<file path="src/rtl/mem_port_arbiter_pkg.sv">
// Shared types for the fetch/access memory port arbiter.
// State and owner encodings are reused by the pipeline controllers.
package mem_port_arbiter_pkg;

  typedef enum logic [1:0] {
    ST_IDLE = 2'd0,
    ST_BUSY = 2'd1,
    ST_RESP = 2'd2
  } arb_state_t;

  typedef enum logic {
    OWN_I = 1'b0,
    OWN_D = 1'b1
  } arb_owner_t;

  localparam int STARVE_W = 4;

endpackage

</file>
<file path="src/rtl/mem_port_arbiter_if.sv">
// Bus bundle between the fetch/access controllers, arbiter and memory.
// master = arbiter side, slave = requesters plus memory model.
interface mem_port_arbiter_if #(
  parameter int ADDR_W = 32,
  parameter int DATA_W = 32
);
  logic              if_req;
  logic [ADDR_W-1:0] if_addr;
  logic              if_gnt;
  logic              if_rvalid;
  logic [DATA_W-1:0] if_rdata;
  logic              if_err;

  logic              d_req;
  logic              d_we;
  logic [ADDR_W-1:0] d_addr;
  logic [DATA_W-1:0] d_wdata;
  logic              d_gnt;
  logic              d_rvalid;
  logic [DATA_W-1:0] d_rdata;
  logic              d_err;

  logic              mem_req;
  logic              mem_we;
  logic [ADDR_W-1:0] mem_addr;
  logic [DATA_W-1:0] mem_wdata;
  logic              mem_ready;
  logic [DATA_W-1:0] mem_rdata;

  logic              busy;

  modport master (
    input  if_req, if_addr,
    output if_gnt, if_rvalid, if_rdata, if_err,
    input  d_req, d_we, d_addr, d_wdata,
    output d_gnt, d_rvalid, d_rdata, d_err,
    output mem_req, mem_we, mem_addr, mem_wdata,
    input  mem_ready, mem_rdata,
    output busy
  );

  modport slave (
    output if_req, if_addr,
    input  if_gnt, if_rvalid, if_rdata, if_err,
    output d_req, d_we, d_addr, d_wdata,
    input  d_gnt, d_rvalid, d_rdata, d_err,
    input  mem_req, mem_we, mem_addr, mem_wdata,
    output mem_ready, mem_rdata,
    input  busy
  );
endinterface

</file>
<file path="src/rtl/mem_port_arbiter_wait_timer.sv">
// Counts BUSY cycles and flags the cycle an unanswered access must abort.
// TIMEOUT of 0 disables the abort entirely.
module arb_wait_timer #(
  parameter int TIMEOUT = 16
) (
  input  logic clk,
  input  logic rst,
  input  logic clear,
  input  logic en,
  output logic expired
);

  localparam int W = (TIMEOUT > 1) ? $clog2(TIMEOUT) : 1;
  localparam logic [W-1:0] LAST = W'(TIMEOUT - 1);

  logic [W-1:0] wait_cnt;

  always_ff @(posedge clk or negedge rst) begin
    if (!rst) begin
      wait_cnt <= '0;
    end else if (clear) begin
      wait_cnt <= '0;
    end else if (en) begin
      wait_cnt <= wait_cnt + W'(1);
    end
  end

  assign expired = (TIMEOUT != 0) && en &&
                   (wait_cnt == LAST);

endmodule

</file>
<file path="src/rtl/mem_port_arbiter.sv">
// Single-ported memory shared by fetch (I) and access (D) stages.
// IDLE -> BUSY -> RESP, with bounded fetch starvation and abort.
module mem_port_arbiter
  import mem_port_arbiter_pkg::*;
#(
  parameter int ADDR_W     = 32,
  parameter int DATA_W     = 32,
  parameter int STARVE_LIM = 4,
  parameter int TIMEOUT    = 16
) (
  input  logic clk,
  input  logic rst,
  mem_port_arbiter_if.master bus
);

  localparam logic [STARVE_W-1:0] LIM =
    STARVE_W'(STARVE_LIM);

  arb_state_t          state;
  arb_owner_t          owner;
  logic                we_q;
  logic [ADDR_W-1:0]   addr_q;
  logic [DATA_W-1:0]   wdata_q;
  logic [DATA_W-1:0]   rdata_q;
  logic                err_q;
  logic [STARVE_W-1:0] starve_cnt;

  logic i_win;
  logic d_win;
  logic can_gnt;
  logic expired;

  // Grants are gated by reset so nothing is accepted while held.
  assign i_win   = bus.if_req &&
                   (!bus.d_req || starve_cnt == LIM);
  assign d_win   = bus.d_req && !i_win;
  assign can_gnt = rst && (state == ST_IDLE);

  assign bus.if_gnt = can_gnt && i_win;
  assign bus.d_gnt  = can_gnt && d_win;

  arb_wait_timer #(
    .TIMEOUT (TIMEOUT)
  ) u_timer (
    .clk     (clk),
    .rst     (rst),
    .clear   (state != ST_BUSY),
    .en      (state == ST_BUSY),
    .expired (expired)
  );

  always_ff @(posedge clk or negedge rst) begin
    if (!rst) begin
      state      <= ST_IDLE;
      owner      <= OWN_I;
      we_q       <= 1'b0;
      addr_q     <= '0;
      wdata_q    <= '0;
      rdata_q    <= '0;
      err_q      <= 1'b0;
      starve_cnt <= '0;
    end else begin
      unique case (state)
        ST_IDLE: begin
          if (bus.if_gnt) begin
            owner      <= OWN_I;
            we_q       <= 1'b0;
            addr_q     <= bus.if_addr;
            wdata_q    <= '0;
            starve_cnt <= '0;
            state      <= ST_BUSY;
          end else if (bus.d_gnt) begin
            owner   <= OWN_D;
            we_q    <= bus.d_we;
            addr_q  <= bus.d_addr;
            wdata_q <= bus.d_wdata;
            state   <= ST_BUSY;
            if (!bus.if_req)
              starve_cnt <= '0;
            else if (starve_cnt != LIM)
              starve_cnt <= starve_cnt + STARVE_W'(1);
          end
        end
        ST_BUSY: begin
          if (bus.mem_ready) begin
            rdata_q <= we_q ? '0 : bus.mem_rdata;
            err_q   <= 1'b0;
            state   <= ST_RESP;
          end else if (expired) begin
            rdata_q <= '0;
            err_q   <= 1'b1;
            state   <= ST_RESP;
          end
        end
        ST_RESP: state <= ST_IDLE;
        default: state <= ST_IDLE;
      endcase
    end
  end

  assign bus.mem_req   = (state == ST_BUSY);
  assign bus.mem_we    = we_q;
  assign bus.mem_addr  = addr_q;
  assign bus.mem_wdata = wdata_q;

  assign bus.if_rvalid = (state == ST_RESP) &&
                         (owner == OWN_I);
  assign bus.d_rvalid  = (state == ST_RESP) &&
                         (owner == OWN_D);
  assign bus.if_rdata  = rdata_q;
  assign bus.d_rdata   = rdata_q;
  assign bus.if_err    = err_q;
  assign bus.d_err     = err_q;

  assign bus.busy = (state != ST_IDLE);

endmodule

</file>
<file path="src/flat_wrapper.sv">
// flat-port wrapper written by rule: the top's interface ports become plain ports
module mem_port_arbiter_flat import mem_port_arbiter_pkg::*;
#(
  parameter int ADDR_W     = 32,
  parameter int DATA_W     = 32,
  parameter int STARVE_LIM = 4,
  parameter int TIMEOUT    = 16
)
  (clk, rst, bus_if_req, bus_if_addr, bus_if_gnt, bus_if_rvalid, bus_if_rdata, bus_if_err, bus_d_req, bus_d_we, bus_d_addr, bus_d_wdata, bus_d_gnt, bus_d_rvalid, bus_d_rdata, bus_d_err, bus_mem_req, bus_mem_we, bus_mem_addr, bus_mem_wdata, bus_mem_ready, bus_mem_rdata, bus_busy);
  mem_port_arbiter_if #(.ADDR_W(ADDR_W), .DATA_W(DATA_W)) bus_i ();
  input  logic clk;
  input  logic rst;
  input wire logic [$bits(bus_i.if_req)-1:0] bus_if_req;
  input wire logic [$bits(bus_i.if_addr)-1:0] bus_if_addr;
  output wire logic [$bits(bus_i.if_gnt)-1:0] bus_if_gnt;
  output wire logic [$bits(bus_i.if_rvalid)-1:0] bus_if_rvalid;
  output wire logic [$bits(bus_i.if_rdata)-1:0] bus_if_rdata;
  output wire logic [$bits(bus_i.if_err)-1:0] bus_if_err;
  input wire logic [$bits(bus_i.d_req)-1:0] bus_d_req;
  input wire logic [$bits(bus_i.d_we)-1:0] bus_d_we;
  input wire logic [$bits(bus_i.d_addr)-1:0] bus_d_addr;
  input wire logic [$bits(bus_i.d_wdata)-1:0] bus_d_wdata;
  output wire logic [$bits(bus_i.d_gnt)-1:0] bus_d_gnt;
  output wire logic [$bits(bus_i.d_rvalid)-1:0] bus_d_rvalid;
  output wire logic [$bits(bus_i.d_rdata)-1:0] bus_d_rdata;
  output wire logic [$bits(bus_i.d_err)-1:0] bus_d_err;
  output wire logic [$bits(bus_i.mem_req)-1:0] bus_mem_req;
  output wire logic [$bits(bus_i.mem_we)-1:0] bus_mem_we;
  output wire logic [$bits(bus_i.mem_addr)-1:0] bus_mem_addr;
  output wire logic [$bits(bus_i.mem_wdata)-1:0] bus_mem_wdata;
  input wire logic [$bits(bus_i.mem_ready)-1:0] bus_mem_ready;
  input wire logic [$bits(bus_i.mem_rdata)-1:0] bus_mem_rdata;
  output wire logic [$bits(bus_i.busy)-1:0] bus_busy;
  assign bus_i.if_req = bus_if_req;
  assign bus_i.if_addr = bus_if_addr;
  assign bus_if_gnt = bus_i.if_gnt;
  assign bus_if_rvalid = bus_i.if_rvalid;
  assign bus_if_rdata = bus_i.if_rdata;
  assign bus_if_err = bus_i.if_err;
  assign bus_i.d_req = bus_d_req;
  assign bus_i.d_we = bus_d_we;
  assign bus_i.d_addr = bus_d_addr;
  assign bus_i.d_wdata = bus_d_wdata;
  assign bus_d_gnt = bus_i.d_gnt;
  assign bus_d_rvalid = bus_i.d_rvalid;
  assign bus_d_rdata = bus_i.d_rdata;
  assign bus_d_err = bus_i.d_err;
  assign bus_mem_req = bus_i.mem_req;
  assign bus_mem_we = bus_i.mem_we;
  assign bus_mem_addr = bus_i.mem_addr;
  assign bus_mem_wdata = bus_i.mem_wdata;
  assign bus_i.mem_ready = bus_mem_ready;
  assign bus_i.mem_rdata = bus_mem_rdata;
  assign bus_busy = bus_i.busy;
  mem_port_arbiter #(.ADDR_W(ADDR_W), .DATA_W(DATA_W), .STARVE_LIM(STARVE_LIM), .TIMEOUT(TIMEOUT)) u_core (.clk(clk), .rst(rst), .bus(bus_i));
endmodule
</file>
<file path="config.mk">
export PLATFORM = sky130hd
export DESIGN_NAME = mem_port_arbiter_flat
export DESIGN_NICKNAME = d
export VERILOG_FILES = /design/src/rtl/mem_port_arbiter_pkg.sv /design/src/rtl/mem_port_arbiter_if.sv /design/src/rtl/mem_port_arbiter_wait_timer.sv /design/src/rtl/mem_port_arbiter.sv /design/src/flat_wrapper.sv
export SDC_FILE = /design/constraint.sdc
export NUM_CORES = 1
export LEC_CHECK = 0
export CAP_MARGIN = 40
export CORE_ASPECT_RATIO = 1.5
export CORE_MARGIN = 3
export CORE_UTILIZATION = 38
export CTS_CLUSTER_DIAMETER = 60
export DETAILED_ROUTE_END_ITERATION = 16
export GPL_TIMING_DRIVEN = 0
export PLACE_DENSITY_LB_ADDON = 0.3
export SETUP_SLACK_MARGIN = 0.15
export SKIP_LAST_GASP = 1
export SYNTH_ARGS = -nofsm -noshare
export SYNTH_HDL_FRONTEND = slang
export SYNTH_SLANG_ARGS = --single-unit
</file>
<file path="constraint.sdc">
create_clock -name clk -period 2.09 [get_ports clk]
set_input_delay 0.5225 -clock clk [delete_from_list [all_inputs] [get_ports clk]]
set_output_delay 0.5225 -clock clk [all_outputs]
set_load 0.05 [all_outputs]
</file>
==> summary.md <==
| Metric | Value |
|---|---|
| Outcome | `finished, violations left` |
| Failing checks | `negative setup slack` |
| ANT nets after route | `0` |
| Mean area per synthesized cell | `9.87 µm²` |
| Proportion of layout cells with a drive suffix above 1 | `0.154` |
| CP Max Fanout | `3` |
| Core box area | `0.0121 mm²` |
| Clk_lat worst skew | `340 ps` |
| Nets | `924` |
| Critical path's slowest cell | `dfrtp_1` |
| Pre-Repair DR Iteration Count | `5` |
| Power share of the sequential group | `0.285` |
| Post-Route WL | `16.4 mm` |
| Row Count | `49` |
| HP Class | `primary input to async pin` |
| Clock Power Share | `0.160` |
| Synth area leaders | `dfrtp_1 57%, nand2_1 7.9%, a21oi_1 6.9%` |
| GPL Wtd Cong | `0.878` |
| Crit end category | `primary output` |
| Number of CTS-inserted buffers | `9` |
| Initial antenna violation count | `0` |
| Final HPWL DP | `12.0 mm` |
| Crit path buffers/inverters | `5` |
| P_leak | `4.23 nW` |
| Chip Width | `97.3 µm` |
| Initial DRC count | `106` |
| Avg WL per Cell | `17.3 µm` |
| Via/cell ratio | `4.97` |
| FF+latch count, synth | `109` |
| Full die area | `0.0139 mm²` |
| Fin crit period | `2190 ps` |
| Post-synthesis sequential area ratio | `0.575` |
| GRT Util Overall | `0.234` |
| Final Power | `11.3 mW` |
| CP most frequent cell | `buf_8` |
| Fin crit share | `1.05` |
| Synth cell types | `38` |
| Critical path launch point type | `flip-flop` |
| Worst Tran Pin Value | `772 ps` |
| Synthesis-to-layout area growth | `72.8%` |
| Maximum buffer depth of the clock tree | `2` |
| Htree depth | `3` |
| Clock Skew | `6.93 ps` |
| Grt total ovfl | `0` |
| Logic pwr share | `0.554` |
| Pwr/cell area | `1380 mW/mm²` |
| Maximum vdd drop | `0.943 mV` |
| Sw frac | `0.483` |
| Clock Tree Root | `clkbuf_16` |
| Num ports | `271` |
| # diodes | `0` |
| I/O Buffers | `268` |
| Largest net degree at the start of global routing | `34` |
| Mapped Cells | `481` |
| Cell family with most CP delay | `buffers and inverters` |
| CP max stage delay | `390 ps` |
| Most common cell after layout, fill and taps aside | `clkdlybuf4s50_1` |
| First-pass GRT wire length | `26.2 mm` |
| MaxCap Viol Count | `0` |
| Final setup margin | `-101 ps` |
| Req. time, crit path | `1570 ps` |
| Share of the synthesized area in the top cell type | `0.575` |
| Post-Place Worst Slack | `-1800 ps` |
| Clock sink count | `109` |
| Hold Fails Final Rpt | `0` |
| # setup viols final | `2` |
| Clock-pin slew on the worst setup and hold paths | `70 ps` |
| Area leader, netlist | `dfrtp_1` |
| Die H | `143 µm` |
| Final setup TNS | `-148 ps` |
| Final core utilization | `0.679` |
| Post-synthesis net count | `618` |
| Slew Limit Fails | `0` |
| Unrepaired setup endpoints after global routing | `yes` |
| CTS tree | `built` |
| Initial Util | `0.393` |
| Max transition margin | `0.484` |
| Kind of critical path | `flip-flop to primary output` |
| Mapped Area | `0.00475 mm²` |
| Yosys warning total | `0` |
| Via count | `4692` |
| Max Freq | `456 MHz` |
| Most frequent cells in the layout | `130 x clkdlybuf4s50_1, 117 x dlygate4sd2_1, 107 x dfrtp_1` |
| CP arrival | `1670 ps` |
| DRC violations left | `0` |
| Worst path cell trace | `inv_2, ha_4, nand3b_1, a21o_1, buf_6, clkinv_4, buf_8, buf_8` |
| P_sw | `5.49 mW` |
| Vias in the first global route | `5061` |
| Internal power | `5.86 mW` |
metal layers:
layer | wire length, µm | vias to the layer above | global-route usage | share of wire
met3 | 1250 | 24 | 0.0630 | 0.076
met1 | 6250 | 2246 | 0.264 | 0.38
li1 | - | 2203 | - | -
met4 | 324 | 0 | 0.0708 | 0.020
met2 | 8540 | 219 | 0.433 | 0.52
met5 | 0 | - | 0 | 0
kinds of logic (layout without fill, tap and decap cells):
group / after synthesis / after routing / synth area share
AOI/OAI and AO/OA: 110 / 110 / 0.150
xor gates and xnor gates: 2 / 2 / 0.00369
adders and majority gates: 3 / 3 / 0.00791
buffers and inverters: 71 / 382 / 0.0952
DFF: 109 / 109 / 0.575
and+or+nand+nor: 186 / 186 / 0.168
flip-flops by register name, indices dropped and copies added (netlist names):
register and flops:
u_core.bus.mem_wdata 32, u_core.bus.mem_we 1, u_core.state 2, u_core.bus.d_rdata 32, u_core.owner 1, u_core.bus.mem_addr 32
u_core.u_timer.wait_cnt 4, u_core.bus.d_err 1, u_core.starve_cnt 4
cells in the mapped netlist (all sizes together):
library cell	n
o21ai	4
and3b	1
nand3	35
a31oi	1
or2	1
nand4	2
xor2	1
ha	3
a22o	33
nor2b	1
nand3b	1
dfrtp	109
and2	2
buf	57
a2bb2oi	1
clkbuf	9
inv	5
o31ai	1
nor3b	2
o21a	1
or4	1
and3	1
nand4bb	1
a21o	2
a32o	1
nor2	35
nand2b	3
xnor2	1
nand2	100
a21oi	66
what timing repair did:
action | 4_1_cts | 5_1_grt
hold buffers | 1 | 0
pin swaps | 4 | 2
gates resized for setup | 190 | 25
hold endpoints to repair | 15 | 0
buffers inserted | 17 | 4
gates cloned | 4 | 0
setup endpoints to repair | 208 | 21
layout make-up:
cell class	instances	area, µm²
fillers	980	3870
repair buffers	295	2890
flip-flops and latches	109	2730
multi-input cells	301	1610
plain buffers	66	445
clock buffers	11	233
well taps	153	191
clock inverters	5	83.8
inverters	5	23.8
metrics by stage:
step	hold slack [ps]	cells	area [µm²]
after floorplan	227	481	4750
after global placement	447	902	7630
after detailed placement	458	903	7650
after CTS	87.1	941	8140
after global routing	83.4	945	8200
final	98.8	945	8200
worst paths after layout:
kind,endpoint,startpoint,slack (ps),depth (start not counted)
worst min-delay path,u_core.bus.mem_addr[25]$_DFFE_PN0P_,rst,100,2
worst min register to register,u_core.u_timer.wait_cnt[0]$_DFF_PN0_,u_core.u_timer.wait_cnt[0]$_DFF_PN0_,470,1
min in group clk,u_core.u_timer.wait_cnt[0]$_DFF_PN0_,u_core.u_timer.wait_cnt[0]$_DFF_PN0_,470,1
worst max-delay path,bus_if_gnt,u_core.starve_cnt[1]$_DFFE_PN0P_,-100,8
max in group asynchronous,u_core.bus.d_rdata[11]$_DFFE_PN0P_,rst,780,2
worst max register to register,u_core.starve_cnt[1]$_DFFE_PN0P_,u_core.starve_cnt[1]$_DFFE_PN0P_,40,15
power by group through the flow:
stage	Sequential [mW]	Combinational (mW)	Clock [mW]
2_1_floorplan	5.34	2.01	0
3_3_place_gp	3.24	6.35	0
3_5_place_dp	3.27	6.43	0
4_1_cts	3.23	6.16	1.87
5_1_grt	3.32	6.60	1.96
6_report	3.24	6.29	1.82
(Power assumes the default switching activity.)
